<file path="src/rtl/regfile_wb_arbiter.sv">
// Register-file writeback arbiter: loads win the single write port,
// ALU results wait in a small in-order FIFO or bypass it when idle.
module regfile_wb_arbiter #(
  parameter int DATA_W     = 32,
  parameter int ADDR_W     = 5,
  parameter int FIFO_DEPTH = 2
) (
  input  logic              clk,
  input  logic              reset,
  input  logic              mem_valid,
  input  logic [ADDR_W-1:0] mem_reg,
  input  logic [DATA_W-1:0] mem_data,
  input  logic              alu_valid,
  output logic              alu_ready,
  input  logic [ADDR_W-1:0] alu_reg,
  input  logic [DATA_W-1:0] alu_data,
  input  logic [ADDR_W-1:0] readReg1,
  input  logic [ADDR_W-1:0] readReg2,
  output logic              pend1,
  output logic              pend2,
  output logic              RegWrite,
  output logic [ADDR_W-1:0] writeReg,
  output logic [DATA_W-1:0] writeData
);

  localparam int PW = $clog2(FIFO_DEPTH);
  localparam int CW = PW + 1;
  localparam logic [CW-1:0] DEPTH_C = CW'(FIFO_DEPTH);
  localparam logic [CW-1:0] ONE_C   = CW'(1);

  typedef enum logic [1:0] {
    EMPTY,
    PARTIAL,
    FULL
  } state_t;

  state_t state, stateNext;

  logic [ADDR_W-1:0] fifoReg  [FIFO_DEPTH];
  logic [DATA_W-1:0] fifoData [FIFO_DEPTH];
  logic [PW-1:0]     headPtr, tailPtr, idx;
  logic [CW-1:0]     count;
  logic fifoEmpty, fifoFull;
  logic accept, bypass, doPop, doPush;
  logic hit1, hit2;

  assign fifoEmpty = (state == EMPTY);
  assign fifoFull  = (state == FULL);
  // A full FIFO takes a new entry only when its head leaves this edge
  assign alu_ready = !fifoFull | !mem_valid;
  assign accept    = alu_valid & alu_ready;
  assign doPop     = !mem_valid & !fifoEmpty;
  assign bypass    = !mem_valid & fifoEmpty & alu_valid;
  assign doPush    = accept & !bypass;

  // Occupancy state register
  always_ff @(posedge clk or posedge reset) begin
    if (reset) state <= EMPTY;
    else       state <= stateNext;
  end

  // Occupancy transitions driven by push/pop
  always_comb begin
    stateNext = state;
    unique case (state)
      EMPTY: begin
        if (doPush) stateNext = PARTIAL;
      end
      PARTIAL: begin
        if (doPush & !doPop & (count == DEPTH_C - ONE_C))
          stateNext = FULL;
        else if (doPop & !doPush & (count == ONE_C))
          stateNext = EMPTY;
      end
      FULL: begin
        if (doPop & !doPush) stateNext = PARTIAL;
      end
      default: stateNext = EMPTY;
    endcase
  end

  // Pointers and count; pointers wrap naturally at power-of-two depth
  always_ff @(posedge clk or posedge reset) begin
    if (reset) begin
      headPtr <= '0;
      tailPtr <= '0;
      count   <= '0;
    end else begin
      if (doPop)  headPtr <= headPtr + PW'(1);
      if (doPush) tailPtr <= tailPtr + PW'(1);
      if (doPush & !doPop)      count <= count + ONE_C;
      else if (doPop & !doPush) count <= count - ONE_C;
    end
  end

  // FIFO storage needs no reset; validity comes from count
  always_ff @(posedge clk) begin
    if (doPush) begin
      fifoReg[tailPtr]  <= alu_reg;
      fifoData[tailPtr] <= alu_data;
    end
  end

  // Write port: load, then FIFO head, then ALU bypass; r0 never writes
  always_ff @(posedge clk or posedge reset) begin
    if (reset) begin
      RegWrite  <= 1'b0;
      writeReg  <= '0;
      writeData <= '0;
    end else if (mem_valid) begin
      RegWrite  <= (mem_reg != '0);
      writeReg  <= mem_reg;
      writeData <= mem_data;
    end else if (!fifoEmpty) begin
      RegWrite  <= (fifoReg[headPtr] != '0);
      writeReg  <= fifoReg[headPtr];
      writeData <= fifoData[headPtr];
    end else if (alu_valid) begin
      RegWrite  <= (alu_reg != '0);
      writeReg  <= alu_reg;
      writeData <= alu_data;
    end else begin
      RegWrite  <= 1'b0;
    end
  end

  // Hazard lookup over valid FIFO entries, head first
  always_comb begin
    hit1 = 1'b0;
    hit2 = 1'b0;
    idx  = '0;
    for (int i = 0; i < FIFO_DEPTH; i++) begin
      idx = headPtr + PW'(i);
      if (CW'(i) < count) begin
        if (fifoReg[idx] == readReg1) hit1 = 1'b1;
        if (fifoReg[idx] == readReg2) hit2 = 1'b1;
      end
    end
  end

  assign pend1 = (readReg1 != '0) &
                 (hit1 | (RegWrite & (writeReg == readReg1)));
  assign pend2 = (readReg2 != '0) &
                 (hit2 | (RegWrite & (writeReg == readReg2)));

endmodule
</file>
<file path="config.mk">
export PLATFORM = sky130hd
export DESIGN_NAME = regfile_wb_arbiter
export DESIGN_NICKNAME = d
export VERILOG_FILES = /design/src/rtl/regfile_wb_arbiter.sv
export SDC_FILE = /design/constraint.sdc
export NUM_CORES = 1
export LEC_CHECK = 0
export ABC_AREA = 1
export CORE_MARGIN = 4
export CORE_UTILIZATION = 45
export DETAILED_ROUTE_END_ITERATION = 8
export PLACE_DENSITY = 0.76
export SLEW_MARGIN = 30
export SYNTH_ARGS = -nofsm -noshare
export SYNTH_HDL_FRONTEND = slang
export SYNTH_SLANG_ARGS = --single-unit
</file>
<file path="constraint.sdc">
create_clock -name clk -period 3.34 [get_ports clk]
set_input_delay 0.668 -clock clk [delete_from_list [all_inputs] [get_ports clk]]
set_output_delay 0.668 -clock clk [all_outputs]
set_load 0.005 [all_outputs]
</file>
Yosys cells after proc, flatten, opt, wreduce, memory -nomap -nowiden
Memory sizes are Yosys's and may differ from the RTL's.
Index checks and enable logic that the tools add are counted.

storage, ports and cells
  register bits = 44
  bits in writable memories = 74
  input bits = 88
  output and inout bits = 41
  word-level logic and storage cells = 84
  memories = 2

operators by class
  add/subtract/negate cells = 4
  $lt $le $gt $ge = 2
  equal/unequal tests = 13
  multiplexer cells = 26
  bitwise gates (word level) = 16
  reductions and logical operators = 14

memories
  name      words  bits a word  read ports  clocked after Yosys merged registers in  wr ports  RTL line  RTL
  fifoData  2      32           1           0                                        1         40        logic [DATA_W-1:0] fifoData [FIFO_DEPTH];
  fifoReg   2      5            2           0                                        1         39        logic [ADDR_W-1:0] fifoReg [FIFO_DEPTH];

operators with widths
  kind                                                        count
  2-to-1 mux 32 bit                                           3
  == test 5 bit                                               6
  nonzero test 5 bit                                          5
  2-to-1 mux 5 bit                                            3
  bitwise AND 1 bit                                           13
  2-to-1 mux 1 bit                                            13
  2-to-1 mux 2 bit                                            6
  logical NOT 1 bit                                           6
  != test 3 bit (second input constant)                       2
  one-hot mux 2 bit (3 select lines)                          1
  == test 2 x 1 -> 1 bit (second input constant)              2
  less-than comparator 1 x 2 -> 1 bit (first input constant)  2
  != test 2 x 1 -> 1 bit (second input constant)              2
  OR 1 bit                                                    3
  AND reduction 3 bit                                         1
  adder 1 bit (second input constant)                         2
  adder 2 x 1 -> 2 bit (second input constant)                1
  == test 2 bit (second input constant)                       1
  logical NOT 2 bit                                           1
  nonzero test 2 bit                                          1
  subtractor 2 x 1 -> 2 bit (second input constant)           1

Logic depth before layout (Yosys ltp)
  depth after elaboration = 11
  depth in mapped cells = 11
  mapped depth without buffers = 10

Least setup slack after synthesis
OpenSTA, ideal clock, no wires.

  kind = input port to flip-flop
  start point = in mem_valid
  end point = mem fifoData[0][0] (enable)
  setup time = 431 ps
  arrival = 2,637 ps
  setup slack = 271 ps
  stages = 4
  path through = inv_2 nand2_1 nand3_1 nor2_1

on the way
  cells in the longest elaborated chain, start to end = 7

RTL lines
  item                                        RTL line  RTL
  start, declared                             10        input logic mem_valid,
  logical NOT 1 bit (*)                       50, 53
  bitwise AND 1 bit (2 in a row)              53        assign bypass = !mem_valid & fifoEmpty & alu_valid;
  logical NOT 1 bit                           54        assign doPush = accept & !bypass;
  bitwise AND 1 bit (*)                       54
  2-to-1 mux 1 bit (*)                        98        if (doPush) begin
  2-to-1 mux 1 bit (implied by the code) (*)  100       fifoData[tailPtr] <= alu_data;
  end, declared                               40

Every way passes the cells marked *; elsewhere a longest branch is shown, timed or not.

Worst setup path in the final report
  start point = in readReg1[0]
  end point = out pend1

on the way
  cells in the longest elaborated chain, start to end = 7

RTL lines
  item                   RTL line  RTL
  start, declared        17        input logic [ADDR_W-1:0] readReg1,
  == test 5 bit          135       if (fifoReg[idx] == readReg1) hit1 = 1'b1;
  2-to-1 mux 1 bit       135
  2-to-1 mux 1 bit       134       if (CW'(i) < count) begin
  2-to-1 mux 1 bit       135
  2-to-1 mux 1 bit       134
  OR 1 bit               142       (hit1 | (RegWrite & (writeReg == readReg1)));
  bitwise AND 1 bit (*)  141       assign pend1 = (readReg1 != '0) &
  end, declared          19        output logic pend1,

Marked as above.

==> impl_metrics.prom <==
# TYPE chip_impl_metric gauge
chip_impl_info{name="result_of_the_run",value="finished, final reports clean"} 1
chip_impl_metric{name="drt-total-wl",unit="microns"} 17200
chip_impl_metric{name="finish.net_count",unit=""} 870
chip_impl_metric{name="setup-violations-final",unit=""} 0
chip_impl_metric{name="drc",unit=""} 0
chip_impl_info{name="critical_setup_path_kind",value="input pin to primary output"} 1
chip_impl_metric{name="sequential_cell_area",unit="sq mm"} 0.00333
chip_impl_metric{name="worstPathRequired",unit="ns"} 2.67
chip_impl_metric{name="number_of_flops_mapped_to_enable_cells_by_yosys",unit=""} 74
chip_impl_metric{name="critPathMaxFanout",unit=""} 4
chip_impl_metric{name="grt_max_degree",unit=""} 40
chip_impl_metric{name="netlist_area",unit="sq mm"} 0.00573
chip_impl_metric{name="floorplan.die_area",unit="sq mm"} 0.0146
chip_impl_metric{name="row_count",unit=""} 40
chip_impl_metric{name="count_of_clock_tree_sinks",unit=""} 118
chip_impl_metric{name="grt_pass1_wl",unit="microns"} 27400
chip_impl_metric{name="area_growth",unit="%"} 36.3
chip_impl_metric{name="first_global_vias",unit=""} 5323
chip_impl_metric{name="multi_input_comb_area",unit="sq mm"} 0.00209
chip_impl_metric{name="grt_antenna_before_repair",unit=""} 0
chip_impl_metric{name="vias",unit=""} 5252
chip_impl_info{name="r2r_end",value="fifoData[0][27]"} 1
chip_impl_metric{name="fin_worst_hold_slack",unit="ns"} 0.470
chip_impl_metric{name="synthesis.area_per_instance",unit="sq um"} 8.81
chip_impl_metric{name="placed_cells",unit=""} 927
chip_impl_metric{name="slew_headroom",unit="%"} 44.1
chip_impl_metric{name="die_w",unit="microns"} 121
chip_impl_metric{name="clock_insertion_delay_worst_skew",unit="ns"} 0.40
chip_impl_metric{name="power.density_cell_area",unit="mW/mm^2"} 837
chip_impl_metric{name="regToRegSetupSlack",unit="ns"} 1.03
chip_impl_metric{name="p_seq_share",unit="%"} 35.3
chip_impl_metric{name="finalWeightedCongestion",unit=""} 0.933
chip_impl_metric{name="pins_over_their_slew_limit",unit=""} 0
chip_impl_metric{name="total_switching_power",unit="uW"} 2260
chip_impl_metric{name="cellLeakagePower",unit="uW"} 0.00326
chip_impl_metric{name="grt.overflow.total",unit=""} 0
chip_impl_metric{name="drt-initial-drc-count",unit=""} 526
chip_impl_metric{name="cts_hold_buf",unit=""} 0
chip_impl_metric{name="post_drt_via_cell_ratio",unit=""} 5.48
chip_impl_metric{name="dpl.hpwl",unit="microns"} 11900
chip_impl_metric{name="synth_sequential_area_ratio",unit="%"} 58.0
chip_impl_metric{name="synth-seq-cells",unit=""} 118
chip_impl_info{name="timing.critical_path.from_type",value="input pin"} 1
chip_impl_metric{name="cts.htree.levels",unit=""} 4
chip_impl_metric{name="detail_route.wl_per_cell",unit="microns"} 17.9
chip_impl_metric{name="detailedRoute.firstPassIterationCount",unit=""} 5
chip_impl_metric{name="drv_cap",unit=""} 0
chip_impl_metric{name="finalCriticalPeriod",unit="ns"} 3.14
chip_impl_metric{name="post-place-ws",unit="ns"} 0.195
chip_impl_info{name="hold_class",value="input pin to async pin"} 1
chip_impl_metric{name="die_h",unit="microns"} 121
chip_impl_metric{name="clk_pin_slew_worst_paths",unit="ns"} 0.06
chip_impl_metric{name="ys.warnings.count",unit=""} 0
chip_impl_metric{name="vdd_drop_max",unit="mV"} 0.471
chip_impl_metric{name="setup_tns",unit="ns"} 0
chip_impl_metric{name="async_flop_share",unit="%"} 37.3
chip_impl_metric{name="pwr-share-comb",unit="%"} 36.0
chip_impl_metric{name="worst-endpoint-arrival",unit="ns"} 2.47
chip_impl_metric{name="finalNonFillerCells",unit=""} 959
chip_impl_info{name="cts_tree",value="done"} 1
chip_impl_metric{name="power_report.internal_total",unit="uW"} 4280
chip_impl_metric{name="io_buffer_count",unit=""} 128
chip_impl_metric{name="postRouteAntennaNets",unit=""} 0
chip_impl_metric{name="track_usage",unit="%"} 23.9
chip_impl_metric{name="antenna_cells_inserted",unit=""} 0
chip_impl_metric{name="final.fill_count",unit=""} 1000
chip_impl_info{name="grt_setup_unrepaired",value="no"} 1
chip_impl_metric{name="cts-buffers-inserted",unit=""} 17
chip_impl_metric{name="coreArea",unit="sq mm"} 0.0122
chip_impl_metric{name="post_route_clock_skew",unit="ns"} 0.00771
chip_impl_info{name="critical_path.reg2reg.startpoint",value="state[1]"} 1
chip_impl_metric{name="final_core_util",unit="%"} 63.9
chip_impl_metric{name="worst_slack",unit="ns"} 0.202
chip_impl_metric{name="timing.reg2reg.worst_path_depth",unit=""} 5
chip_impl_metric{name="ioPinCount",unit=""} 129
chip_impl_metric{name="p_sw_share",unit="%"} 34.6
chip_impl_metric{name="finalCritPeriodShare",unit="%"} 94.0
chip_impl_metric{name="worst_slew_pin_slew",unit="ns"} 0.835
chip_impl_metric{name="timing.fmax",unit="MHz"} 319
chip_impl_metric{name="final_layout_size_suffix_gt1_share",unit="%"} 6.32
chip_impl_metric{name="yosysUniqueCellTypes",unit=""} 28
chip_impl_info{name="cp-end-kind",value="primary output"} 1
chip_impl_info{name="clock_root_cell",value="sky130_fd_sc_hd__clkbuf_16"} 1
chip_impl_info{name="commonest_register_cell_after_synthesis",value="sky130_fd_sc_hd__edfxtp_1"} 1
chip_impl_metric{name="starting_density_of_the_core",unit="%"} 46.9
chip_impl_metric{name="mapped_nets",unit=""} 742
chip_impl_metric{name="clk_path_buf_depth",unit=""} 2
chip_impl_metric{name="synthesized_instance_count",unit=""} 650
chip_impl_metric{name="p_clk_share",unit="%"} 28.7
chip_impl_metric{name="count_of_endpoints_failing_hold_in_the_final_timing_report",unit=""} 0
-- metrics by stage --
stage | cell area (sq um) | power [uW]
final | 7810 | 6530
after global routing | 7810 | 6910
after floorplan | 5730 | 3590
after CTS | 7800 | 6550
after detailed placement | 7190 | 4640
after global placement | 7190 | 4600
-- layout make-up --
type,instances,area share [%]
sequential,118,42.6
inverter,41,2.00
clock buffer,23,5.87
tap,168,2.69
timing repair buffer,141,18.1
clock inverter,9,1.94
multi-input combinational,459,26.8
-- worst max-delay path, cell delays in order --
cell                              delay (ns)
sky130_fd_sc_hd__clkdlybuf4s50_1        0.56
sky130_fd_sc_hd__inv_1                  0.13
sky130_fd_sc_hd__nand3_1                0.15
sky130_fd_sc_hd__nand2_1                0.06
sky130_fd_sc_hd__nor2_1                 0.12
sky130_fd_sc_hd__nand3_1                0.09
sky130_fd_sc_hd__nand3_1                0.07
sky130_fd_sc_hd__nand2_1                0.07
sky130_fd_sc_hd__inv_1                  0.06
sky130_fd_sc_hd__clkdlybuf4s50_1        0.49
-- per-layer routing --
layer / track usage, % / share of wire, % / wire (microns) / up-vias
met5: 0 / 0 / 0 / -
met4: 7.37 / 0.99 / 170 / 0
met3: 5.10 / 8.1 / 1390 / 20
met2: 40.7 / 49 / 8450 / 267
met1: 30.6 / 42 / 7190 / 2497
li1: - / - / - / 2468
-- state kept, by name, indices dropped and copies added (netlist names) --
register / flops
RegWrite: 1
headPtr: 1
fifoData: 64
writeData: 32
tailPtr: 1
writeReg: 5
state: 2
fifoReg: 10
count: 2
-- cells in the mapped netlist, types with 3 or more instances --
| cell type | number | area, sq um |
|---|---|---|
| sky130_fd_sc_hd__buf_2 | 10 | 50.1 |
| sky130_fd_sc_hd__nor2_1 | 28 | 105 |
| sky130_fd_sc_hd__edfxtp_1 | 74 | 2220 |
| sky130_fd_sc_hd__ha_1 | 4 | 50.1 |
| sky130_fd_sc_hd__nand2_1 | 248 | 931 |
| sky130_fd_sc_hd__inv_2 | 3 | 11.3 |
| sky130_fd_sc_hd__a31oi_1 | 32 | 200 |
| sky130_fd_sc_hd__buf_4 | 9 | 67.6 |
| sky130_fd_sc_hd__a32oi_1 | 4 | 35.0 |
| sky130_fd_sc_hd__o21ai_0 | 26 | 130 |
| sky130_fd_sc_hd__o22ai_1 | 5 | 31.3 |
| sky130_fd_sc_hd__nor3_1 | 34 | 170 |
| sky130_fd_sc_hd__dfrtp_1 | 44 | 1100 |
| sky130_fd_sc_hd__clkbuf_1 | 10 | 37.5 |
| sky130_fd_sc_hd__nand3_1 | 42 | 210 |
| sky130_fd_sc_hd__a21oi_1 | 23 | 115 |
| sky130_fd_sc_hd__inv_1 | 38 | 143 |
| sky130_fd_sc_hd__xor2_1 | 4 | 35.0 |
-- kinds of logic after synthesis --
| family | Yosys count | share of synthesized area, % |
|---|---|---|
| compound gates | 93 | 9.35 |
| fa+ha+maj | 4 | 0.874 |
| flops | 118 | 58.0 |
| buf+inv | 73 | 5.72 |
| simple gates | 357 | 25.3 |
| xor+xnor | 5 | 0.764 |
-- how the worst max path moves through the flow --
stage | from | end | slack, ns
6_report | readReg1[0] | pend1 | 0.20
5_1_grt | headPtr | pend1 | 0.08
4_1_cts | headPtr | pend1 | 0.12
3_5_place_dp | readReg1[0] | pend1 | 0.20
3_3_place_gp | readReg2[4] | pend2 | 0.16
2_1_floorplan | mem_valid | fifoData[0][0] | 0.27
-- power groups by stage --
stage | Sequential (uW) | Clock (uW) | Combinational (uW)
after floorplan | 2260 | 0 | 1340
after global placement | 2300 | 0 | 2300
after detailed placement | 2310 | 0 | 2330
after CTS | 2290 | 1900 | 2350
after global routing | 2350 | 1970 | 2590
final | 2300 | 1880 | 2350
-- cell usage in the layout (no fill, tap or decap), types with 2 or more instances in the layout --
cell	n
sky130_fd_sc_hd__o21ai_0	26
sky130_fd_sc_hd__clkinv_2	3
sky130_fd_sc_hd__nor2_1	26
sky130_fd_sc_hd__buf_12	3
sky130_fd_sc_hd__nand4_1	2
sky130_fd_sc_hd__o22ai_1	5
sky130_fd_sc_hd__bufinv_16	4
sky130_fd_sc_hd__clkdlybuf4s50_1	127
sky130_fd_sc_hd__nand3_1	42
sky130_fd_sc_hd__edfxtp_1	74
sky130_fd_sc_hd__inv_2	4
sky130_fd_sc_hd__dfrtp_1	43
sky130_fd_sc_hd__nand2_1	248
sky130_fd_sc_hd__a21oi_1	23
sky130_fd_sc_hd__a32oi_1	4
sky130_fd_sc_hd__nor3_1	34
sky130_fd_sc_hd__a31oi_1	32
sky130_fd_sc_hd__ha_1	4
sky130_fd_sc_hd__nor2_4	2
sky130_fd_sc_hd__xor2_1	4
sky130_fd_sc_hd__buf_4	10
sky130_fd_sc_hd__clkbuf_1	5
sky130_fd_sc_hd__inv_1	36
sky130_fd_sc_hd__clkbuf_16	17
-- what timing repair did --
action                                  4_1_cts  5_1_grt
setup buffers                                 0        0
endpoints found under the hold margin         0        0
endpoints found under the setup margin        0        2
resized for setup                             0        3
Note: power is estimated with default switching activity, not from simulation.
